`src/rtl/uart_tx_fifo.sv`:
```
// uart_tx_fifo: UART transmitter with a built-in baud-tick generator and a write FIFO.
// The producer pushes words at any rate; frames go out back-to-back while words are queued.
//
// Ports:
//   i_clk       system clock, all logic on the rising edge
//   reset       synchronous active-high reset
//   i_data      word to transmit (D_BITS wide), sampled only on the push edge
//   i_wr_en     push i_data into the FIFO this cycle
//   o_full      FIFO holds FIFO_DEPTH words; further pushes are dropped
//   o_count     words queued, not counting the frame currently on the line
//   o_overflow  1-cycle pulse after a push attempted while full
//   o_tx        serial line, idle high
//   o_busy      a frame is in progress
//   o_tx_done   1-cycle pulse during the last cycle of each frame's final stop bit
module uart_tx_fifo #(
  parameter int unsigned clk_speed  = 100_000_000,
  parameter int unsigned baudrate   = 921600,
  parameter int unsigned D_BITS     = 8,
  parameter int unsigned SP_BITS    = 1,
  parameter int unsigned PARITY     = 0,
  parameter int unsigned FIFO_DEPTH = 16
) (
  input  logic                              i_clk,
  input  logic                              reset,
  input  logic [D_BITS-1:0]                 i_data,
  input  logic                              i_wr_en,
  output logic                              o_full,
  output logic [$clog2(FIFO_DEPTH+1)-1:0]   o_count,
  output logic                              o_overflow,
  output logic                              o_tx,
  output logic                              o_busy,
  output logic                              o_tx_done
);

  localparam int unsigned Div    = clk_speed / baudrate;
  localparam int unsigned CntW   = $clog2(Div);
  localparam int unsigned AddrW  = $clog2(FIFO_DEPTH);
  localparam int unsigned CountW = $clog2(FIFO_DEPTH + 1);
  localparam int unsigned BitW   = $clog2(D_BITS + 1);

  localparam logic [CntW-1:0]   DivLast  = CntW'(Div - 1);
  localparam logic [BitW-1:0]   DataLast = BitW'(D_BITS - 1);
  localparam logic [BitW-1:0]   StopLast = BitW'(SP_BITS - 1);
  localparam logic [CountW-1:0] DepthVal = CountW'(FIFO_DEPTH);
  localparam logic              HasPar   = (PARITY != 0);
  localparam logic              ParOdd   = (PARITY == 1);

  typedef enum logic [2:0] {StIdle, StStart, StData, StPar, StStop} state_e;

  // FIFO storage and control
  logic [D_BITS-1:0] mem_q [FIFO_DEPTH];
  logic [AddrW-1:0]  wr_ptr_q, rd_ptr_q;
  logic [CountW-1:0] count_q, count_d;
  logic              full_q, overflow_q;
  logic              push, pop;
  logic [D_BITS-1:0] head;

  // Transmitter state
  state_e            state_q, state_d;
  logic [CntW-1:0]   baud_q, baud_d;
  logic [BitW-1:0]   bit_q, bit_d;
  logic [D_BITS-1:0] word_q, word_d;
  logic              par_q, par_d;
  logic              baud_tick;
  logic              tx_d, tx_q;
  logic              done_d, done_q;
  logic              busy_q;

  // A push while full is dropped even if a pop frees a slot on the same edge.
  assign push      = i_wr_en & ~full_q;
  assign head      = mem_q[rd_ptr_q];
  assign baud_tick = (baud_q == DivLast);

  always_comb begin
    count_d = count_q;
    if (push && !pop) begin
      count_d = count_q + CountW'(1);
    end else if (!push && pop) begin
      count_d = count_q - CountW'(1);
    end
  end

  always_comb begin
    state_d = state_q;
    baud_d  = baud_q;
    bit_d   = bit_q;
    word_d  = word_q;
    par_d   = par_q;
    pop     = 1'b0;
    tx_d    = 1'b1;
    done_d  = 1'b0;

    if (state_q != StIdle) begin
      baud_d = baud_tick ? '0 : baud_q + CntW'(1);
    end

    unique case (state_q)
      StIdle: begin
        baud_d = '0;
        if (count_q != '0) begin
          pop     = 1'b1;
          state_d = StStart;
        end
      end
      StStart: begin
        tx_d = 1'b0;
        if (baud_tick) begin
          state_d = StData;
        end
      end
      StData: begin
        tx_d = word_q[0];
        if (baud_tick) begin
          word_d = word_q >> 1;
          if (bit_q == DataLast) begin
            bit_d   = '0;
            state_d = HasPar ? StPar : StStop;
          end else begin
            bit_d = bit_q + BitW'(1);
          end
        end
      end
      StPar: begin
        tx_d = par_q;
        if (baud_tick) begin
          bit_d   = '0;
          state_d = StStop;
        end
      end
      StStop: begin
        tx_d = 1'b1;
        if (baud_tick) begin
          if (bit_q == StopLast) begin
            done_d = 1'b1;
            // Chain straight into the next frame when a word is waiting.
            if (count_q != '0) begin
              pop     = 1'b1;
              state_d = StStart;
            end else begin
              state_d = StIdle;
            end
          end else begin
            bit_d = bit_q + BitW'(1);
          end
        end
      end
      default: begin
        state_d = StIdle;
      end
    endcase

    if (pop) begin
      word_d = head;
      par_d  = (^head) ^ ParOdd;
      bit_d  = '0;
    end
  end

  // Storage needs no reset; only pointers and count define validity.
  always_ff @(posedge i_clk) begin
    if (push) begin
      mem_q[wr_ptr_q] <= i_data;
    end
  end

  always_ff @(posedge i_clk) begin
    if (reset) begin
      wr_ptr_q   <= '0;
      rd_ptr_q   <= '0;
      count_q    <= '0;
      full_q     <= 1'b0;
      overflow_q <= 1'b0;
      state_q    <= StIdle;
      baud_q     <= '0;
      bit_q      <= '0;
      word_q     <= '0;
      par_q      <= 1'b0;
      tx_q       <= 1'b1;
      done_q     <= 1'b0;
      busy_q     <= 1'b0;
    end else begin
      if (push) begin
        wr_ptr_q <= wr_ptr_q + AddrW'(1);
      end
      if (pop) begin
        rd_ptr_q <= rd_ptr_q + AddrW'(1);
      end
      count_q    <= count_d;
      full_q     <= (count_d == DepthVal);
      overflow_q <= i_wr_en & full_q;
      state_q    <= state_d;
      baud_q     <= baud_d;
      bit_q      <= bit_d;
      word_q     <= word_d;
      par_q      <= par_d;
      // Line outputs are registered so the pin is glitch-free; they trail the FSM by one cycle.
      tx_q       <= tx_d;
      done_q     <= done_d;
      busy_q     <= (state_q != StIdle);
    end
  end

  assign o_full     = full_q;
  assign o_count    = count_q;
  assign o_overflow = overflow_q;
  assign o_tx       = tx_q;
  assign o_busy     = busy_q;
  assign o_tx_done  = done_q;

endmodule

```
`config.mk`:
```
export PLATFORM = sky130hd
export DESIGN_NAME = uart_tx_fifo
export DESIGN_NICKNAME = d
export VERILOG_FILES = /design/src/rtl/uart_tx_fifo.sv
export SDC_FILE = /design/constraint.sdc
export NUM_CORES = 1
export LEC_CHECK = 0
export BUFFER_PORTS_ARGS = -buffer_cell sky130_fd_sc_hd__buf_2
export CAP_MARGIN = 0
export CORE_MARGIN = 2
export CORE_UTILIZATION = 61
export CTS_CLUSTER_SIZE = 30
export DETAILED_ROUTE_END_ITERATION = 10
export PLACE_DENSITY = 0.78
export SLEW_MARGIN = 10
export SYNTH_ARGS = -nofsm -noshare
export SYNTH_HDL_FRONTEND = slang
export SYNTH_SLANG_ARGS = --single-unit
```
`constraint.sdc`:
```
create_clock -name i_clk -period 2.28 [get_ports i_clk]
set_input_delay 0.114 -clock i_clk [delete_from_list [all_inputs] [get_ports i_clk]]
set_output_delay 0.114 -clock i_clk [all_outputs]
set_load 0.03 [all_outputs]
```
# After elaboration in Yosys (flattened, before gate mapping)
# Memory sizes are Yosys's and may differ from the RTL's. A register that Yosys moved wholly into a read port is not among the register bits.
# Cells that the tools add are included.
[word_totals]
input_bits = 11
regBits = 41
word_cells = 89
mem_count = 1
mem_bits_rw = 128
[op_classes]
n_reduce_logical = 18
eq_ne = 15
mux = 31
n_addsub = 6
n_bitwise = 5
[mem_list]
columns = ["name", "words", "word_bits", "read_ports", "rd_clocked_by_memory_dff", "write_ports", "line_no", "rtl"]
rows = [
  ["mem_q", 16, 8, 1, 1, 1, "51", "logic [D_BITS-1:0] mem_q [FIFO_DEPTH];"],
]
[op_table]
columns = ["operator", "n"]
rows = [
  ["4-bit two-way mux", 7],
  ["8-bit two-way mux", 3],
  ["3-bit two-way mux", 7],
  ["2-bit inequality test, second input constant", 8],
  ["3-bit case mux with 5 select lines", 1],
  ["4-bit by 1-bit adder with 4-bit output, second input constant", 3],
  ["4-bit case mux with 3 select lines", 1],
  ["5-bit two-way mux", 2],
  ["8-bit XOR reduction", 1],
  ["7-bit by 1-bit adder with 7-bit output, second input constant", 1],
  ["7-bit == test, second input constant", 1],
  ["1-bit two-way mux", 7],
  ["7-bit two-way mux", 1],
  ["7-bit AND reduction", 1],
  ["3-bit by 2-bit == test with 1-bit output, second input constant", 2],
  ["3-bit nonzero test", 2],
  ["5-bit by 1-bit adder with 5-bit output, second input constant", 1],
  ["5-bit == test, second input constant", 1],
  ["5-bit AND reduction", 1],
  ["5-bit nonzero test", 1],
  ["5-bit by 1-bit subtractor with 5-bit output, second input constant", 1],
  ["4-bit by 3-bit == test with 1-bit output, second input constant", 1],
  ["4-bit logical NOT", 1],
  ["2-bit nonzero test", 2],
  ["other kinds (12)", 18],
]

# Depth between registers and ports, before layout
# Gate-level depths: netlist of run 1.
[logic_depth]
word_depth = 9
depth_mapped = 10

# Worst setup path before layout of run 1
# Ideal clock, no wire load.
[synth_path]
path_type = "reg2reg"
start = "register full_q, in the netlist o_full"
end = "memory mem_q[3][0] (enable)"
setup_slack_ps = 73
stages_incl_launch_ff = 6
arrival_time_ps = 1824
cell_sequence = "dfxtp_1 > nor2b_1 > clkbuf_1 > clkbuf_1 > nand2_1 > nor3_1"
[synth_between]
elab_chain_cells = 4
[synth_rtl]
columns = ["item", "line_no", "rtl"]
rows = [
  ["start, declared", "54", "logic full_q, overflow_q;"],
  ["start signal, assigned", "189", "full_q <= (count_d == DepthVal);"],
  ["1-bit inverter", "70", "assign push = i_wr_en & ~full_q;"],
  ["1-bit bitwise AND", "70", ""],
  ["1-bit two-way mux", "161", "if (push) begin"],
  ["1-bit two-way mux (not written as such)", "162", "mem_q[wr_ptr_q] <= i_data;"],
  ["end, declared", "51", ""],
]
# No other way between the ends.

# Worst setup path in the final report of run 1
[layout_path]
start = "register bit_q[0]"
end = "register full_q, in the netlist o_full"
[layout_between]
elab_chain_cells = 8
[layout_rtl]
columns = ["item", "line_no", "rtl"]
rows = [
  ["start, declared", "61", "logic [BitW-1:0] bit_q, bit_d;"],
  ["start signal, assigned", "193", "bit_q <= bit_d;"],
  ["4-bit logical NOT (*)", "133", "if (bit_q == StopLast) begin"],
  ["1-bit two-way mux (*)", "133", ""],
  ["1-bit two-way mux (*)", "132", "if (baud_tick) begin"],
  ["1-bit case mux with 2 select lines (*)", "97", "unique case (state_q)"],
  ["1-bit logical AND or 1-bit logical NOT (tied branches)", "78, 76", ""],
  ["5-bit two-way mux or 1-bit logical AND (tied branches)", "78, 76", ""],
  ["5-bit two-way mux (*)", "76", "if (push && !pop) begin"],
  ["5-bit == test (*)", "189", ""],
]
# Mark *: on every way between the ends. The rest lies on a longest branch, timed or not.
# A chain may end at the register's enable or synchronous reset.

==> impl_metrics.ini, run 1 <==
[final_layout]
multi_input_area_um2 = 2280
drive_gt1_share_pct = 29.5
fin_nets = 545
area_delta_synth_final_pct = 17.4
fillers = 680
regArea_um2 = 4750
diodes = 0

[sta]
tightest_slew_ns = 0.594
fin_worst_skew_ns = 0.0100
max_freq_ghz = 0.441
finalHoldViolCount = 0
rsz0062_at_grt = yes
fin_crit_sh_pct = 99.5
slew_violations = 0
relSlewSlack_pct = 60.4
final.min_clock_period_ns = 2.27
hold_ws_ns = 0.0771
setup_violations = 0

[synthesis]
synth.distinct_cells = 45
avgSynthCellArea_um2 = 15.1
yosys.area_share.simple_pct = 9.37
synthCells = 466
synth_xor_area_share_pct = 2.62
synth-edff-count = 128
synth.cell_area_um2 = 7020
synth_top_area_cell = edfxtp_1
yosysTopAreaCellShare_pct = 54.7
ys_warn_count = 0
syn_nets = 488
synth_compound_area_share_pct = 4.92
synthAdderAreaFrac_pct = 1.96
synth_mux_area_share_pct = 11.1
synth_top_family_by_area = multiplexers
post-synth-top-count-cell = edfxtp_1
ys_seq_elements = 173
synthArstFlopShare_pct = 0
seq_area_frac_synth_pct = 67.6
synth_top_flop_cell = edfxtp_1
ys_top_cells_by_count = edfxtp_1 (128), nor2_1 (58), dfxtp_1 (45)
synth_area_leaders = edfxtp_1 (55%), dfxtp_1 (13%), mux4_2 (9.3%), nor2_1 (3.1%), nand2_1 (2.2%)

[floorplanning]
io_pins = 21
die-area_um2 = 12400
initial_core_util_pct = 62.0
std_cell_rows = 39
dieWidth_um = 111
core_area_um2 = 11300
die_y_um = 111

[drt]
wl_mm = 14.4
routedWlPerCell_um = 21.2
first_pass_iters = 5
met2WireLength_mm = 7.43
dr.max_layer_used = met4
dr_wl_met3_um = 778
num_vias = 4129
drtIter0Drc = 405
m1WireLength_mm = 5.61
drc = 0
ant_nets = 0
vias_per_cell = 6.09

[global_routing]
overflow = 0
grt_pass1_wl_mm = 22.2
antenna_found_initial = 0
grt_pass1_vias = 4107
grt_max_degree = 33
grt_use_total_pct = 24.1

[setup_path]
startpoint = bit_q[0]$_SDFFE_PP0P_
slowest_stage = a211o_4
cp.required_ns = 2.60
reg2reg_depth = 9
critical_path.endpoint = o_full$_SDFF_PP0_
endpoint_kind = flop
crit_chain = inv_2, ha_4, nor3b_4, nand4_1, a211o_4, nor3b_2, a31oi_2, xor2_1, and4_1
regToRegSetupSlack_ns = 0.01
r2r-end = o_full$_SDFF_PP0_
reg2reg_from = bit_q[0]$_SDFFE_PP0P_
path_class = reg2reg
crit_arrival_ns = 2.59
start_kind = flop
slowest_delay_ns = 0.47
cp_max_fo = 7

[place]
port_buffers = 20
gp_congestion = 0.790
hpwl_mm = 9.08

[power_and_ir_drop]
power_density_nw_per_um2 = 1140
power.static_leakage_nw = 2.81
p_total_w = 0.00937
ir_drop_mv = 0.856

[clock_tree]
clk-insertion-delay-late_ns = 0.43
path_clk_slew_ns = 0.06
cts_sinks = 173
cts_tree = built
cts_root_buf = clkbuf_16
cts-buffers-inserted = 17
ctsHtreeMaxLevel = 4
cts_buffer_depth = 2

[run_status]
outcome = finished, final reports clean

[run]
max_cap_viol_count = 0

[hold_path]
hp-class = in2reg
## layout make-up
type / instances / share of cell area, %
repair buffers: 63 / 5.82
multi-input cells: 260 / 27.6
clock buffers: 18 / 5.21
inverters: 8 / 0.364
well taps: 143 / 2.17
flip-flops and latches: 173 / 57.7
clock inverters: 13 / 1.11
## cell usage in the layout (no fill, tap or decap), types with 2 or more instances in the layout
| master | count |
|---|---|
| clkinv_4 | 2 |
| edfxtp_1 | 128 |
| nand4_1 | 4 |
| a22oi_1 | 5 |
| nand3b_1 | 2 |
| a211oi_1 | 2 |
| inv_6 | 5 |
| buf_2 | 20 |
| xnor2_1 | 9 |
| nand2_1 | 39 |
| o21ai_0 | 4 |
| nand2_2 | 3 |
| dfxtp_4 | 2 |
| inv_1 | 6 |
| a311oi_1 | 7 |
| dfxtp_1 | 42 |
| nand3_1 | 5 |
| nor2_1 | 58 |
| clkinv_2 | 3 |
| nor4b_1 | 2 |
| clkinv_1 | 2 |
| mux4_2 | 32 |
| or3_1 | 3 |
| clkbuf_16 | 17 |
| inv_2 | 2 |
| a21oi_1 | 8 |
| mux2i_1 | 5 |
| nand2b_1 | 5 |
| nor3_1 | 7 |
| xor2_1 | 7 |
| xnor2_2 | 5 |
| ha_1 | 10 |
| a22oi_2 | 13 |
| nor2b_1 | 6 |
| buf_12 | 4 |
| buf_4 | 37 |
## stage by stage
stage / area, um^2 / setup slack (ns) / setup TNS [ns] / utilization (%) / std cells
floorplan: 7020 / 0.0725 / 0 / - / 466
global placement: 7450 / -0.0370 / -0.0798 / 65.8 / 639
detailed placement: 7450 / -0.0950 / -0.652 / 65.8 / 639
CTS: 8010 / 0.0206 / 0 / 70.8 / 671
global route: 8240 / -0.0841 / -0.297 / 72.8 / 678
finish: 8240 / 0.0103 / 0 / 72.8 / 678
## what timing repair did
item / CTS / global route
endpoints found under the hold margin: 1 / 0
buffers inserted: 0 / 7
resized for setup: 13 / 36
endpoints found under the setup margin: 14 / 18
pin swaps: 1 / 13
hold buffers: 1 / 0
## worst max-delay path: cells and delay by family (launching register included)
kind / cells / cell delay [ns]
AOI/OAI and AO/OA: 2 / 0.53
and+or+nand+nor: 4 / 0.94
buffers and inverters: 1 / 0.08
xor gates and xnor gates: 1 / 0.17
adders and majority gates: 1 / 0.13
DFF: 1 / 0.33
## flip-flops by register name, summed over array words and instances (netlist names), named ones only
register	cells
o_tx_done	1
baud_q	7
wr_ptr_q	4
state_q	3
mem_q	128
o_overflow	1
par_q	1
rd_ptr_q	4
o_tx	1
o_busy	1
bit_q	4
word_q	8
o_count	5
o_full	1
## how the worst min path moves through the flow
stage | to | depth (start not counted) | from
2_1_floorplan | o_count[4]$_SDFF_PP0_ | 1 | reset
3_3_place_gp | o_overflow$_SDFF_PP0_ | 3 | i_wr_en
3_5_place_dp | o_overflow$_SDFF_PP0_ | 3 | i_wr_en
4_1_cts | mem_q[6][3]$_DFFE_PP_ | 1 | i_data[3]
5_1_grt | mem_q[13][1]$_DFFE_PP_ | 1 | i_data[1]
6_report | mem_q[12][1]$_DFFE_PP_ | 1 | i_data[1]
## cell families after synthesis
group | after synthesis
AOI/OAI and AO/OA | 47
xor gates and xnor gates | 21
adders and majority gates | 11
buffers and inverters | 33
DFF | 173
muxes | 37
and+or+nand+nor | 144
## metal layers
metal | global-route usage [%] | up-vias
met5 | 0 | -
met4 | 11.5 | 0
met3 | 5.63 | 40
met2 | 39.8 | 140
met1 | 30.3 | 2072
li1 | - | 1877
## where the power goes
| part | switching, W | internal (W) |
|---|---|---|
| clock | 0.00119 | 0.00139 |
| sequential | 0.000169 | 0.00361 |
| combinational | 0.00160 | 0.00141 |
(Power assumes the default switching activity.)
==> run 2: changes to the inputs <==
CORE_UTILIZATION = 55   (was 61)
HOLD_SLACK_MARGIN = 0.12   (was not set)
PLACE_DENSITY = 0.72   (was 0.78)
==> run 2 against run 1 <==
Against the previous run:
- the flow now finishes with violations (negative setup slack)
- flip-flop and latch count unchanged
- die area up 11%
- design area up 3.3%
- fmax down 2.2%
- sequential share of layout area down 1.9 points
- wire length down 1.7%
- critical path depth down 1
- clock-buffer cell count down 1
- global-route usage down 2.1 points
- clock skew down 0.00080 ns
- core utilization down 4.8 points
- combinational power up 4%
- critical path type unchanged
- critical endpoint is now par_q$_SDFFE_PP0N_
- largest cell class unchanged
==> impl_metrics.ini, run 2 (synthesis gave the netlist of run 1 again) <==
[sta]
setup_violations = 1
fin_crit_sh_pct = 102
relSlewSlack_pct = 60.3
final.min_clock_period_ns = 2.32
finalHoldViolCount = 0
hold_ws_ns = 0.174
rsz0062_at_grt = yes
tightest_slew_ns = 0.595
slew_violations = 0
post-route-worst-setup-slack_ns = -0.0411
max_freq_ghz = 0.431
fin_worst_skew_ns = 0.00925

[setup_path]
cp_max_fo = 6
regToRegSetupSlack_ns = -0.04
path_class = reg2reg
slowest_delay_ns = 0.50
crit_path_frequent_cell = xnor2_2
start_kind = flop
reg2reg_depth = 8
crit_chain = buf_6, mux4_2, a22oi_2, nand2_2, xnor2_2, xnor2_2, xnor2_1, a211oi_1
cp.required_ns = 2.62
r2r-end = par_q$_SDFFE_PP0N_
crit_arrival_ns = 2.66
endpoint_kind = flop
path_delay_family = XOR/XNOR gates
slowest_stage = mux4_2
crit_cells = 8
path_buf_inv = 1

[power_and_ir_drop]
power_density_nw_per_um2 = 1160
power.static_leakage_nw = 2.93
ir_drop_mv = 0.724

[clock_tree]
path_clk_slew_ns = 0.07
cts_root_buf = clkbuf_16
cts_buffer_depth = 2
cts_tree = built
clk-insertion-delay-late_ns = 0.44
cts_sinks = 173
ctsHtreeMaxLevel = 4
cts-buffers-inserted = 17

[global_routing]
grt_use_total_pct = 21.9
overflow = 0
grt_pass1_wl_mm = 21.3
grt_max_degree = 33
antenna_found_initial = 0
grt_pass1_vias = 4130

[place]
port_buffers = 20
place_area_um2 = 7560
pre_cts_ws_ns = -0.0898
gp_congestion = 0.809
hpwl_mm = 9.05

[final_layout]
layout_commonest_cell = edfxtp_1
regMostFlops = mem_q
fin_nets = 562
finalInstanceArea_um2 = 8510
diodes = 0
drive_gt1_share_pct = 30.6
reg_top3 = mem_q x128, word_q x8, baud_q x7
final_cell_mix = edfxtp_1 (128), nor2_1 (58), buf_4 (44), dfxtp_1 (43), nand2_1 (36)
area_delta_synth_final_pct = 21.3
largest_reg_flops = 128

[run_status]
outcome = finished with violations
violations = negative setup slack

[floorplanning]
core_area_um2 = 12500
std_cell_rows = 41
dieWidth_um = 117
die_y_um = 117
die-area_um2 = 13700
initial_core_util_pct = 56.1
io_pins = 21

[drt]
num_vias = 4115
wl_mm = 14.2
routedWlPerCell_um = 19.5
vias_per_cell = 5.68
ant_nets = 0
drtIter0Drc = 229
first_pass_iters = 4
drc = 0

[hold_path]
min_path_cells = 2
hp-start = reset
hp-class = in2reg
min_to = wr_ptr_q[3]$_SDFFE_PP0P_

[run]
max_cap_viol_count = 0
[run 2: power by group]
group | leakage (nW) | switching, W | internal (W)
Clock | 0.294 | 0.00126 | 0.00165
Sequential | 1.52 | 0.000182 | 0.00361
Combinational | 1.11 | 0.00164 | 0.00151
Total | 2.93 | 0.00308 | 0.00677
[run 2: area by class of cell]
cell class                      instances  area [um^2]
Multi-Input combinational cell        260         2270
Inverter                                8         30.0
Clock inverter                         15          174
Sequential cell                       173         4750
Tap cell                              172          215
Clock buffer                           17          425
Timing Repair Buffer                   80          652
Fill cell                             843         4000
[run 2: how the worst max path moves through the flow]
stage | slack [ns] | startpoint | to
final | -0.04 | flop | par_q$_SDFFE_PP0N_
after global routing | -0.12 | flop | par_q$_SDFFE_PP0N_
after CTS | -0.001 | flop | par_q$_SDFFE_PP0N_
after detailed placement | -0.09 | flop | par_q$_SDFFE_PP0N_
after global placement | -0.02 | flop | par_q$_SDFFE_PP0N_
after floorplan | 0.07 | o_full$_SDFF_PP0_ | mem_q[3][0]$_DFFE_PP_
[run 2: per-layer routing]
| layer | part of all wire (%) | GRT usage [%] |
|---|---|---|
| met5 | 0 | 0 |
| met4 | 3.4 | 11.6 |
| met3 | 4.0 | 5.25 |
| met2 | 51 | 37.0 |
| met1 | 42 | 26.3 |
[run 2: repair_timing]
action	4_1_cts	5_1_grt
gates resized for setup	12	34
buffers inserted	0	7
setup endpoints to repair	4	15
hold endpoints to repair	129	0
hold buffers	9	0
pin swaps	3	21
gates cloned	0	1
[run 2: through the flow]
step	setup TNS, ns	utilization, %	std cells	power, W
final	-0.0411	68.0	725	0.00985
after global placement	-0.0196	60.4	676	0.00642
after floorplan	0	-	466	0.00570
after global routing	-0.210	68.0	725	0.0103
after detailed placement	-0.117	60.4	676	0.00648
after CTS	-0.00122	66.3	717	0.00949
